$ cat src/rtl/video_tpg_pkg.sv
// -----------------------------------------------------------------------------
// video_tpg_pkg
// Shared types and constants for the video test-pattern generator:
//   - state_t : frame sequencer states
//   - PAT_*   : pattern select codes carried on the 'pattern' input
// -----------------------------------------------------------------------------
package video_tpg_pkg;

    typedef enum logic [1:0] {
        ST_IDLE   = 2'd0,
        ST_ACTIVE = 2'd1,
        ST_HBLANK = 2'd2,
        ST_VBLANK = 2'd3
    } state_t;

    localparam logic [1:0] PAT_RAMP_H  = 2'd0;
    localparam logic [1:0] PAT_RAMP_V  = 2'd1;
    localparam logic [1:0] PAT_CHECKER = 2'd2;
    localparam logic [1:0] PAT_SOLID   = 2'd3;

endpackage

$ cat src/rtl/video_tpg_pattern.sv
// -----------------------------------------------------------------------------
// video_tpg_pattern
// Purely combinational pixel selector.
//   x, y     : low WIDTH bits of the pixel / line counters
//   pattern  : PAT_* select code
//   color    : value used by the solid pattern
//   pixel    : selected pixel value
// The checkerboard uses bit 3 of x and y (8x8 squares), so WIDTH must be >= 4.
// -----------------------------------------------------------------------------
module video_tpg_pattern
    import video_tpg_pkg::*;
#(
    parameter int WIDTH = 8
) (
    input  logic [WIDTH-1:0] x,
    input  logic [WIDTH-1:0] y,
    input  logic [1:0]       pattern,
    input  logic [WIDTH-1:0] color,
    output logic [WIDTH-1:0] pixel
);

    always_comb begin
        pixel = '0;
        case (pattern)
            PAT_RAMP_H:  pixel = x;
            PAT_RAMP_V:  pixel = y;
            PAT_CHECKER: pixel = (x[3] ^ y[3]) ? '1 : '0;
            PAT_SOLID:   pixel = color;
            default:     pixel = '0;
        endcase
    end

endmodule

$ cat src/rtl/video_tpg.sv
// -----------------------------------------------------------------------------
// video_tpg
// Video test-pattern generator producing a pixel stream with blanking.
//
// Ports:
//   clk          : single clock, all logic on posedge
//   rst          : synchronous reset, active low
//   en           : run request, sampled only at frame boundaries
//   pix_count    : active pixels per line (16 bits)
//   line_count   : active lines per frame (16 bits)
//   pattern      : 0 ramp-H, 1 ramp-V, 2 checkerboard, 3 solid
//   color        : solid-pattern value
//   dout         : pixel value, holds its last value while dv_out = 0
//   dv_out       : pixel valid (active region)
//   hs_out       : horizontal sync (HBLANK, and tail of each VBLANK line)
//   vs_out       : vertical sync (whole VBLANK region)
//   frame_cnt    : frame counter (only with VIDEO_TPG_FRAME_CNT_EN)
//   sof_out      : one-clock pulse with the first active pixel of a frame
//
// Configuration macro: VIDEO_TPG_FRAME_CNT_EN adds frame_cnt and turns the
// horizontal ramp into a moving ramp (x + frame number).
//
// All stream outputs are registered and reflect the sequencer state of the
// previous clock. pix_count, line_count and pattern are latched at each frame
// start so mid-frame changes only take effect on the next frame.
// WIDTH must lie in 4..16.
// -----------------------------------------------------------------------------
module video_tpg
    import video_tpg_pkg::*;
#(
    parameter int WIDTH  = 8,
    parameter int HBLANK = 16,
    parameter int VBLANK = 4
) (
    input  logic             clk,
    input  logic             rst,
    input  logic             en,
    input  logic [15:0]      pix_count,
    input  logic [15:0]      line_count,
    input  logic [1:0]       pattern,
    input  logic [WIDTH-1:0] color,
    output logic [WIDTH-1:0] dout,
    output logic             dv_out,
    output logic             hs_out,
    output logic             vs_out,
`ifdef VIDEO_TPG_FRAME_CNT_EN
    output logic [15:0]      frame_cnt,
`endif
    output logic             sof_out
);

    localparam logic [15:0] HB_LAST = 16'(HBLANK - 1);
    localparam logic [15:0] VB_LAST = 16'(VBLANK - 1);
    localparam logic [16:0] HB_LEN  = 17'(HBLANK);

    state_t      state, state_nxt;
    logic [15:0] x, y, x_nxt, y_nxt;
    logic [15:0] pix_l, lines_l;
    logic [1:0]  pat_l;
    logic        latch_cfg;
    logic        start_ok;
    logic        line_end;
    logic        sof_cond;
    logic [WIDTH-1:0] pixel;
    logic [WIDTH-1:0] pixel_sel;

    assign start_ok = en && (pix_count != 16'd0) && (line_count != 16'd0);
    // A VBLANK line is as long as an active line plus its horizontal blank;
    // 17 bits so a large pix_count plus HBLANK does not wrap.
    assign line_end = ({1'b0, x} == ({1'b0, pix_l} + HB_LEN - 17'd1));
    assign sof_cond = (state == ST_ACTIVE) && (x == 16'd0) && (y == 16'd0);

    // ------------------------------------------------------------------
    // Next-state and counter logic
    // ------------------------------------------------------------------
    always_comb begin
        // NOTE: every output of this block gets a default first, so no path
        // leaves a signal unassigned and no latch is inferred.
        state_nxt = state;
        x_nxt     = x;
        y_nxt     = y;
        latch_cfg = 1'b0;
        case (state)
            ST_IDLE: begin
                if (start_ok) begin
                    latch_cfg = 1'b1;
                    x_nxt     = 16'd0;
                    y_nxt     = 16'd0;
                    state_nxt = ST_ACTIVE;
                end
            end
            ST_ACTIVE: begin
                if (x == pix_l - 16'd1) begin
                    x_nxt     = 16'd0;
                    state_nxt = ST_HBLANK;
                end else begin
                    x_nxt = x + 16'd1;
                end
            end
            ST_HBLANK: begin
                // x is reused as the blanking clock counter
                if (x == HB_LAST) begin
                    x_nxt = 16'd0;
                    if (y == lines_l - 16'd1) begin
                        y_nxt     = 16'd0;
                        state_nxt = ST_VBLANK;
                    end else begin
                        y_nxt     = y + 16'd1;
                        state_nxt = ST_ACTIVE;
                    end
                end else begin
                    x_nxt = x + 16'd1;
                end
            end
            ST_VBLANK: begin
                // x counts clocks within a blank line, y counts blank lines
                if (line_end) begin
                    x_nxt = 16'd0;
                    if (y == VB_LAST) begin
                        y_nxt = 16'd0;
                        if (start_ok) begin
                            latch_cfg = 1'b1;
                            state_nxt = ST_ACTIVE;
                        end else begin
                            state_nxt = ST_IDLE;
                        end
                    end else begin
                        y_nxt = y + 16'd1;
                    end
                end else begin
                    x_nxt = x + 16'd1;
                end
            end
            default: state_nxt = ST_IDLE;
        endcase
    end

    // ------------------------------------------------------------------
    // State, counters and latched frame configuration
    // ------------------------------------------------------------------
    always_ff @(posedge clk) begin
        // NOTE: sequential state uses non-blocking assignments so every
        // register samples pre-edge values regardless of statement order.
        if (!rst) begin
            state   <= ST_IDLE;
            x       <= 16'd0;
            y       <= 16'd0;
            pix_l   <= 16'd0;
            lines_l <= 16'd0;
            pat_l   <= PAT_RAMP_H;
        end else begin
            state <= state_nxt;
            x     <= x_nxt;
            y     <= y_nxt;
            if (latch_cfg) begin
                pix_l   <= pix_count;
                lines_l <= line_count;
                pat_l   <= pattern;
            end
        end
    end

    // ------------------------------------------------------------------
    // Pixel selection
    // ------------------------------------------------------------------
    video_tpg_pattern #(
        .WIDTH(WIDTH)
    ) u_pattern (
        .x      (x[WIDTH-1:0]),
        .y      (y[WIDTH-1:0]),
        .pattern(pat_l),
        .color  (color),
        .pixel  (pixel)
    );

`ifdef VIDEO_TPG_FRAME_CNT_EN
    // frame_cnt steps on the same edge that registers the first pixel, so
    // that pixel still sees the old count; later pixels of the frame see the
    // incremented count and subtract one to keep the offset constant.
    always_comb begin
        pixel_sel = pixel;
        if (pat_l == PAT_RAMP_H) begin
            pixel_sel = x[WIDTH-1:0] + frame_cnt[WIDTH-1:0]
                        - (sof_cond ? WIDTH'(0) : WIDTH'(1));
        end
    end
`else
    assign pixel_sel = pixel;
`endif

    // ------------------------------------------------------------------
    // Registered stream outputs
    // ------------------------------------------------------------------
    always_ff @(posedge clk) begin
        if (!rst) begin
            dout    <= '0;
            dv_out  <= 1'b0;
            hs_out  <= 1'b0;
            vs_out  <= 1'b0;
            sof_out <= 1'b0;
`ifdef VIDEO_TPG_FRAME_CNT_EN
            frame_cnt <= 16'd0;
`endif
        end else begin
            dv_out  <= (state == ST_ACTIVE);
            hs_out  <= (state == ST_HBLANK) ||
                       ((state == ST_VBLANK) && (x >= pix_l));
            vs_out  <= (state == ST_VBLANK);
            sof_out <= sof_cond;
            if (state == ST_ACTIVE) begin
                dout <= pixel_sel;
            end
`ifdef VIDEO_TPG_FRAME_CNT_EN
            if (sof_cond) begin
                frame_cnt <= frame_cnt + 16'd1;
            end
`endif
        end
    end

endmodule
$ cat config.mk
export PLATFORM = sky130hd
export DESIGN_NAME = video_tpg
export DESIGN_NICKNAME = d
export VERILOG_FILES = /design/src/rtl/video_tpg_pkg.sv /design/src/rtl/video_tpg_pattern.sv /design/src/rtl/video_tpg.sv
export SDC_FILE = /design/constraint.sdc
export NUM_CORES = 1
export LEC_CHECK = 0
export BUFFER_PORTS_ARGS = -buffer_cell sky130_fd_sc_hd__buf_2
export CAP_MARGIN = 20
export CORE_MARGIN = 2
export CORE_UTILIZATION = 47
export CTS_BUF_LIST = sky130_fd_sc_hd__clkbuf_4 sky130_fd_sc_hd__clkbuf_8 sky130_fd_sc_hd__clkbuf_16
export DETAILED_ROUTE_END_ITERATION = 8
export PLACE_DENSITY = 0.76
export SLEW_MARGIN = 0
export SYNTH_ARGS = -nofsm -noshare
export SYNTH_HDL_FRONTEND = slang
export SYNTH_SLANG_ARGS = --single-unit
$ cat constraint.sdc
create_clock -name clk -period 3.8 [get_ports clk]
set_clock_uncertainty 0.05 [all_clocks]
set_input_delay 0.76 -clock clk [delete_from_list [all_inputs] [get_ports clk]]
set_output_delay 0.76 -clock clk [all_outputs]
set_load 0.01 [all_outputs]
==> qor.csv, run 1 <==
stage;metric;value;unit
grt;grt ovf;0;
power_and_ir_drop;Clock power frac;23.5;%
yosys;number of synthesized flops with an enable pin;0;
final_layout;footprint of the multi-input gates;3820;µm²
power_and_ir_drop;Cell Pwr Density;627;nW/µm²
setup_path;crit path launch type;flip-flop;
cts;TritonCTS sink count;80;
setup_path;slowest CP cell;or4_1;
sta;Final Hold Fails;0;
routing;via count;5843;
setup_path;Worst path max stage delay;0.53;ns
sta;final setup fails;0;
die;Initial Util;48.3;%
sta;Slew @ Worst Pin;0.768;ns
yosys;prevailing post-synth register cell;dfxtp_1;
final_layout;post-route cell area;6570;µm²
yosys;Mean Syn Cell Area;8.13;µm²
grt;initial antenna violation count;0;
setup_path;Critical Path End Type;flip-flop;
sta;Rel. slew slack;48.1;%
setup_path;CP top delay family;simple AND/OR/NAND/NOR gates;
setup_path;Data arrival, critical path;3.67;ns
hold_path;Hold WC Path Type;reg2reg;
yosys;Synth cell types;74;
yosys;warnings from Yosys;0;
power_and_ir_drop;internal power;2.39;mW
power_and_ir_drop;Flop pwr share;28.4;%
die;Ports;57;
sta;Slew Viols, Final;0;
routing;DR iter-0 viols;558;
setup_path;critical path class;reg2reg;
sta;Highest Clock Rate;288;MHz
yosys;syn nets;786;
placed_design;placed cell area;6230;µm²
placed_design;GP Congestion;0.982;
die;Rows;40;
sta;min cycle time layout;3.48;ns
yosys;Netlist Area Pre-Place;5800;µm²
status;status;completed;
routing;vias per inst;6.46;
cts;Root Driver;clkbuf_16;
grt;vias in the first global route;5554;
cts;cts bufs inserted;9;
final_layout;Antenna Cells;0;
yosys;post-synthesis register bit count;80;
final_layout;Final Instance Count excl. Fillers;905;
setup_path;Cell Chain, Critical Path;inv_1 -> ha_1 -> nor3b_2 -> or4_1 -> a222oi_1 -> nand4_1 -> nand4b_1 -> o31a_1 -> nor3_4 -> buf_12 -> nand3_1 -> o31ai_1;
grt;largest net degree at the start of global routing;52;
routing;DRC;0;
final_layout;share of layout cells above drive strength 1;17.0;%
die;die area;13300;µm²
final_layout;Nets;825;
die;height of the die;115;µm
power_and_ir_drop;switching share of power;42.0;%
routing;drt total wl;18000;µm
final_layout;FF+latch area;1600;µm²
cts;worst-skew pair later-pin latency;0.35;ns
routing;Post-DRT Antenna Nets;0;
sta;ratio of final minimum period to clock period;91.5;%
die;Core ar.;12000;µm²
sta;Setup TNS Final;0;ns
placed_design;DP Wirelength;13600;µm
sta;hold slack;0.444;ns
power_and_ir_drop;Comb power frac;48.1;%
cts;maximum clock path buffer count;2;
cts;CTS tree;built;
grt;gr usage total;27.6;%
grt;first-pass GRT wire length;28500;µm
power_and_ir_drop;Net Switching;1.73;mW
setup_path;maximum fanout along the worst path;32;
cts;Worst-path clk slew;0.07;ns
yosys;Synth Instances;714;
sta;unrepaired setup endpoints after global routing;no;
placed_design;input/output buffers;56;
cts;H-tree levels;3;
yosys;register area share after synthesis;27.6;%
routing;drt first pass iters;6;
die;Die W;115;µm
run;Max-Cap Viols;0;
final_layout;Layout area overhead;13.2;%
yosys;asr flop ratio synth;0;%
cts;Post CTS Setup Buffer Count;0;
power_and_ir_drop;Tot Pwr;4.12;mW
routing;average wire per standard cell;19.9;µm
setup_path;CP required;4.00;ns
power_and_ir_drop;Pleak;2.66;nW
placed_design;DP Cell Count;889;
final_layout;Fillers;1130;
setup_path;WP buf/inv;2;
power_and_ir_drop;peak supply drop;0.256;mV
==> metrics by stage <==
step,util [%],worst slack [ns]
6_report,54.7,0.324
4_1_cts,54.6,0.225
2_1_floorplan,-,0.459
5_1_grt,54.7,0.0199
3_3_place_gp,51.9,0.227
3_5_place_dp,51.9,0.0555
==> logic make-up after synthesis <==
family / synth area share, %
simple gates: 25.2
xor+xnor: 7.54
flops: 27.6
buf+inv: 6.77
mux: 4.98
compound gates: 22.1
fa+ha+maj: 5.82
==> layout make-up <==
class / count / share of cell area, %
Clock buffer: 10 / 3.54
Clock inverter: 6 / 1.37
Inverter: 35 / 2.00
Multi-Input combinational cell: 544 / 58.1
Sequential cell: 80 / 24.4
Tap cell: 147 / 2.80
Timing Repair Buffer: 83 / 7.73
==> power by group through the flow <==
stage          Sequential [mW]  Clock (mW)  Combinational (mW)
3_5_place_dp              1.17           0                1.92
5_1_grt                   1.19        1.00                2.16
6_report                  1.17       0.968                1.98
3_3_place_gp              1.17           0                1.90
2_1_floorplan             1.05           0                1.53
4_1_cts                   1.16       0.973                1.94
==> synthesized netlist by cell type (5+ instances only) <==
cell	n	area [µm²]
xor2_1	22	193
or4_1	6	45.0
nor3_1	21	105
o21a_1	5	37.5
a22o_1	18	158
and3_1	22	138
nor2_1	35	131
nand2_1	35	131
clkbuf_1	31	116
a31oi_1	6	37.5
or3_1	6	37.5
dfxtp_1	80	1600
ha_1	27	338
nand3_1	59	295
nor3b_1	5	37.5
o21ai_1	6	30.0
nor4_1	31	194
a221o_1	5	50.1
xnor2_1	28	245
o31ai_1	27	203
a21o_1	10	75.1
nand4_1	13	81.3
inv_1	32	120
o21ai_0	41	205
mux4_2	7	158
nor2b_1	12	75.1
mux2i_1	12	120
buf_2	17	85.1
a21oi_1	17	85.1
==> sequential cells by signal, indices dropped and copies added, names as in the netlist <==
name     cells
dout         8
dv_out       1
pat_l        2
hs_out       1
sof_out      1
y           16
x           16
state        2
vs_out       1
lines_l     16
pix_l       16
==> path summary, 6_finish.rpt <==
path,start,cells past startpoint,slack [ns],end
worst max-delay path,pix_l[0],12,0.32,pix_l[6]
worst min-delay path,dout[2],2,0.44,dout[2]
worst max register to register,pix_l[0],12,0.32,pix_l[6]
worst min register to register,dout[2],2,0.44,dout[2]
==> worst reg2reg max path: cells and delay by family (launching register included) <==
kind,cells,cell delay (ns)
fa+ha+maj,1,0.31
flops,1,0.42
simple gates,6,1.51
compound gates,3,0.79
buf+inv,2,0.30
==> per-layer routing <==
| layer | global-route usage, % | wire (µm) |
|---|---|---|
| met4 | 8.76 | 401 |
| met3 | 5.54 | 1550 |
| met1 | 38.4 | 8110 |
| met5 | 0 | 0 |
| met2 | 43.3 | 7920 |
==> placed cells by master (no fill, tap or decap), types with 4 or more instances in the layout <==
cell type	count
dfxtp_1	78
nand3_1	59
buf_2	56
o21ai_0	41
nor2_1	35
nand2_1	35
inv_1	32
nor4_1	31
xnor2_1	28
o31ai_1	27
ha_1	27
buf_4	25
xor2_1	22
and3_1	22
nor3_1	21
a22o_1	18
a21oi_1	17
nand4_1	13
nor2b_1	12
mux2i_1	12
a21o_1	10
clkbuf_16	9
mux4_2	7
or3_1	6
or4_1	6
a31oi_1	6
o21ai_1	6
a221o_1	5
o21a_1	5
or2_2	4
nor3b_1	4
and2_1	4
==> timing repair <==
| action | CTS | global route |
|---|---|---|
| gates resized for setup | 1 | 3 |
| pin swaps | 0 | 1 |
| hold buffers | 0 | 0 |
| endpoints found under the setup margin | 1 | 57 |
Power figures use the tool's default switching activity.
==> run 2, diff against run 1 <==
--- a/config.mk
+++ b/config.mk
@@ -8,10 +8,10 @@
 export BUFFER_PORTS_ARGS = -buffer_cell sky130_fd_sc_hd__buf_2
 export CAP_MARGIN = 20
 export CORE_MARGIN = 2
-export CORE_UTILIZATION = 47
+export CORE_UTILIZATION = 45
 export CTS_BUF_LIST = sky130_fd_sc_hd__clkbuf_4 sky130_fd_sc_hd__clkbuf_8 sky130_fd_sc_hd__clkbuf_16
 export DETAILED_ROUTE_END_ITERATION = 8
-export PLACE_DENSITY = 0.76
+export PLACE_DENSITY = 0.73
 export SLEW_MARGIN = 0
 export SYNTH_ARGS = -nofsm -noshare
 export SYNTH_HDL_FRONTEND = slang
==> run 2 against run 1 <==
Global-route usage decreased by 2.0 points. Critical path depth is the same. Clock power shrank 14%. Largest power group unchanged. Fmax shrank 1.3%. Setup slack lost 0.047 ns. Worst hold slack worse by 0.0024 ns. Critical path type unchanged.
==> qor.csv, run 2 (synthesis results as in run 1) <==
stage;metric;value;unit
final_layout;post-route cell area;6600;µm²
routing;DR iter-0 viols;621;
die;height of the die;118;µm
die;Die W;118;µm
final_layout;FF+latch area;1600;µm²
final_layout;most frequent cells in the layout;dfxtp_1, nand3_1, buf_2, o21ai_0;
cts;worst-skew pair later-pin latency;0.35;ns
hold_path;Hold WC Path Type;reg2reg;
setup_path;crit path launch type;flip-flop;
routing;drt total wl;17800;µm
grt;vias in the first global route;5397;
power_and_ir_drop;Pleak;2.67;nW
placed_design;DP Cell Count;921;
sta;ratio of final minimum period to clock period;92.7;%
sta;Slew Viols, Final;0;
die;Ports;57;
grt;grt ovf;0;
sta;Setup TNS Final;0;ns
cts;cts bufs inserted;9;
routing;DRC;0;
routing;Post-DRT Antenna Nets;0;
run;Max-Cap Viols;0;
placed_design;GP Congestion;0.957;
routing;via count;5865;
routing;drt first pass iters;5;
grt;largest net degree at the start of global routing;52;
grt;initial antenna violation count;0;
final_layout;most common cell after layout, fill and taps aside;dfxtp_1;
sta;Highest Clock Rate;284;MHz
final_layout;Final Instance Count excl. Fillers;937;
sta;Slew @ Worst Pin;0.970;ns
final_layout;footprint of the multi-input gates;3820;µm²
cts;Post CTS Setup Buffer Count;0;
hold_path;Hold Path Depth;2;
cts;Root Driver;clkbuf_16;
grt;first-pass GRT wire length;28500;µm
status;status;completed;
final_layout;post-layout util;52.3;%
setup_path;maximum fanout along the worst path;32;
cts;Post-CTS Hold Buffers;0;
final_layout;Layout area overhead;13.8;%
die;Initial Util;46.0;%
cts;maximum clock path buffer count;2;
power_and_ir_drop;Cell Pwr Density;598;nW/µm²
setup_path;Critical Path End Type;flip-flop;
routing;vias per inst;6.26;
setup_path;critical path class;reg2reg;
grt;gr usage total;25.6;%
cts;Worst-path clk slew;0.07;ns
final_layout;share of layout cells above drive strength 1;17.4;%
sta;final setup fails;0;
cts;CTS tree;built;
cts;H-tree levels;3;
final_layout;Nets;832;
setup_path;Data arrival, critical path;3.72;ns
final_layout;Antenna Cells;0;
cts;TritonCTS sink count;80;
routing;average wire per standard cell;19.0;µm
sta;min cycle time layout;3.52;ns
sta;Rel. slew slack;34.7;%
setup_path;CP required;3.99;ns
placed_design;placed cell area;6320;µm²
placed_design;DP Wirelength;13600;µm
placed_design;input/output buffers;56;
sta;Final Hold Fails;0;
power_and_ir_drop;Tot Pwr;3.95;mW
power_and_ir_drop;peak supply drop;0.228;mV
final_layout;Fillers;1209;
die;die area;13800;µm²
sta;unrepaired setup endpoints after global routing;no;
setup_path;Reg2Reg Depth;12;
die;Rows;41;
die;Core ar.;12600;µm²
==> run 2: cell types whose count changed in the layout (fill, tap and decap cells not counted) <==
cell        delta
nor3b_1        +1
nor3b_2        -1
bufinv_16      -2
buf_4          +7
clkinv_2       +1
clkbuf_8       +1
dfxtp_1        +2
clkinvlp_4     +2
dfxtp_2        -2
inv_6          -2
==> run 2: power breakdown <==
group,internal (mW),switching (mW)
clock network,0.465,0.370
registers,0.952,0.187
logic,0.855,1.12
==> run 2: final timing paths <==
kind | from | end | slack [ns]
worst min register to register | dout[1] | dout[1] | 0.44
worst min-delay path | dout[1] | dout[1] | 0.44
worst max register to register | pix_l[0] | pix_l[0] | 0.28
worst max-delay path | pix_l[0] | pix_l[0] | 0.28
==> run 2: what timing repair did <==
action                                  CTS  global route
endpoints found under the setup margin    0            14
gates resized for setup                   0             1
endpoints found under the hold margin     0             0
==> run 2: critical path: stages (launching register included) <==
cell       delay (ns)
dfxtp_1          0.49
inv_1            0.11
ha_1             0.23
nor3b_1          0.18
nor4_1           0.31
mux2_2           0.38
a2111oi_2        0.32
nand4b_1         0.23
o31a_1           0.37
nor3_4           0.23
buf_12           0.22
nand3_1          0.13
o31ai_1          0.14
==> run 2: per-stage QoR <==
| stage | hold slack, ns | setup WS, ns |
|---|---|---|
| floorplan | 0.399 | 0.459 |
| global placement | 0.426 | 0.334 |
| detailed placement | 0.432 | 0.148 |
| CTS | 0.448 | 0.123 |
| global route | 0.466 | 0.0914 |
| finish | 0.441 | 0.276 |
==> run 2: cell type report <==
cell class / instances / share of cell area, %
multi-input cells: 544 / 57.8
flip-flops and latches: 80 / 24.3
repair buffers: 90 / 8.49
clock buffers: 11 / 3.73
well taps: 172 / 3.26
inverters: 35 / 1.99
clock inverters: 5 / 0.493
==> run 2: per-layer routing <==
layer	share of wire [%]	global-route usage [%]	vias to the layer above
met4	2.6	8.73	0
met2	45	40.0	250
li1	-	-	2773
met3	7.4	4.02	29
met5	0	0	-
met1	45	36.1	2813
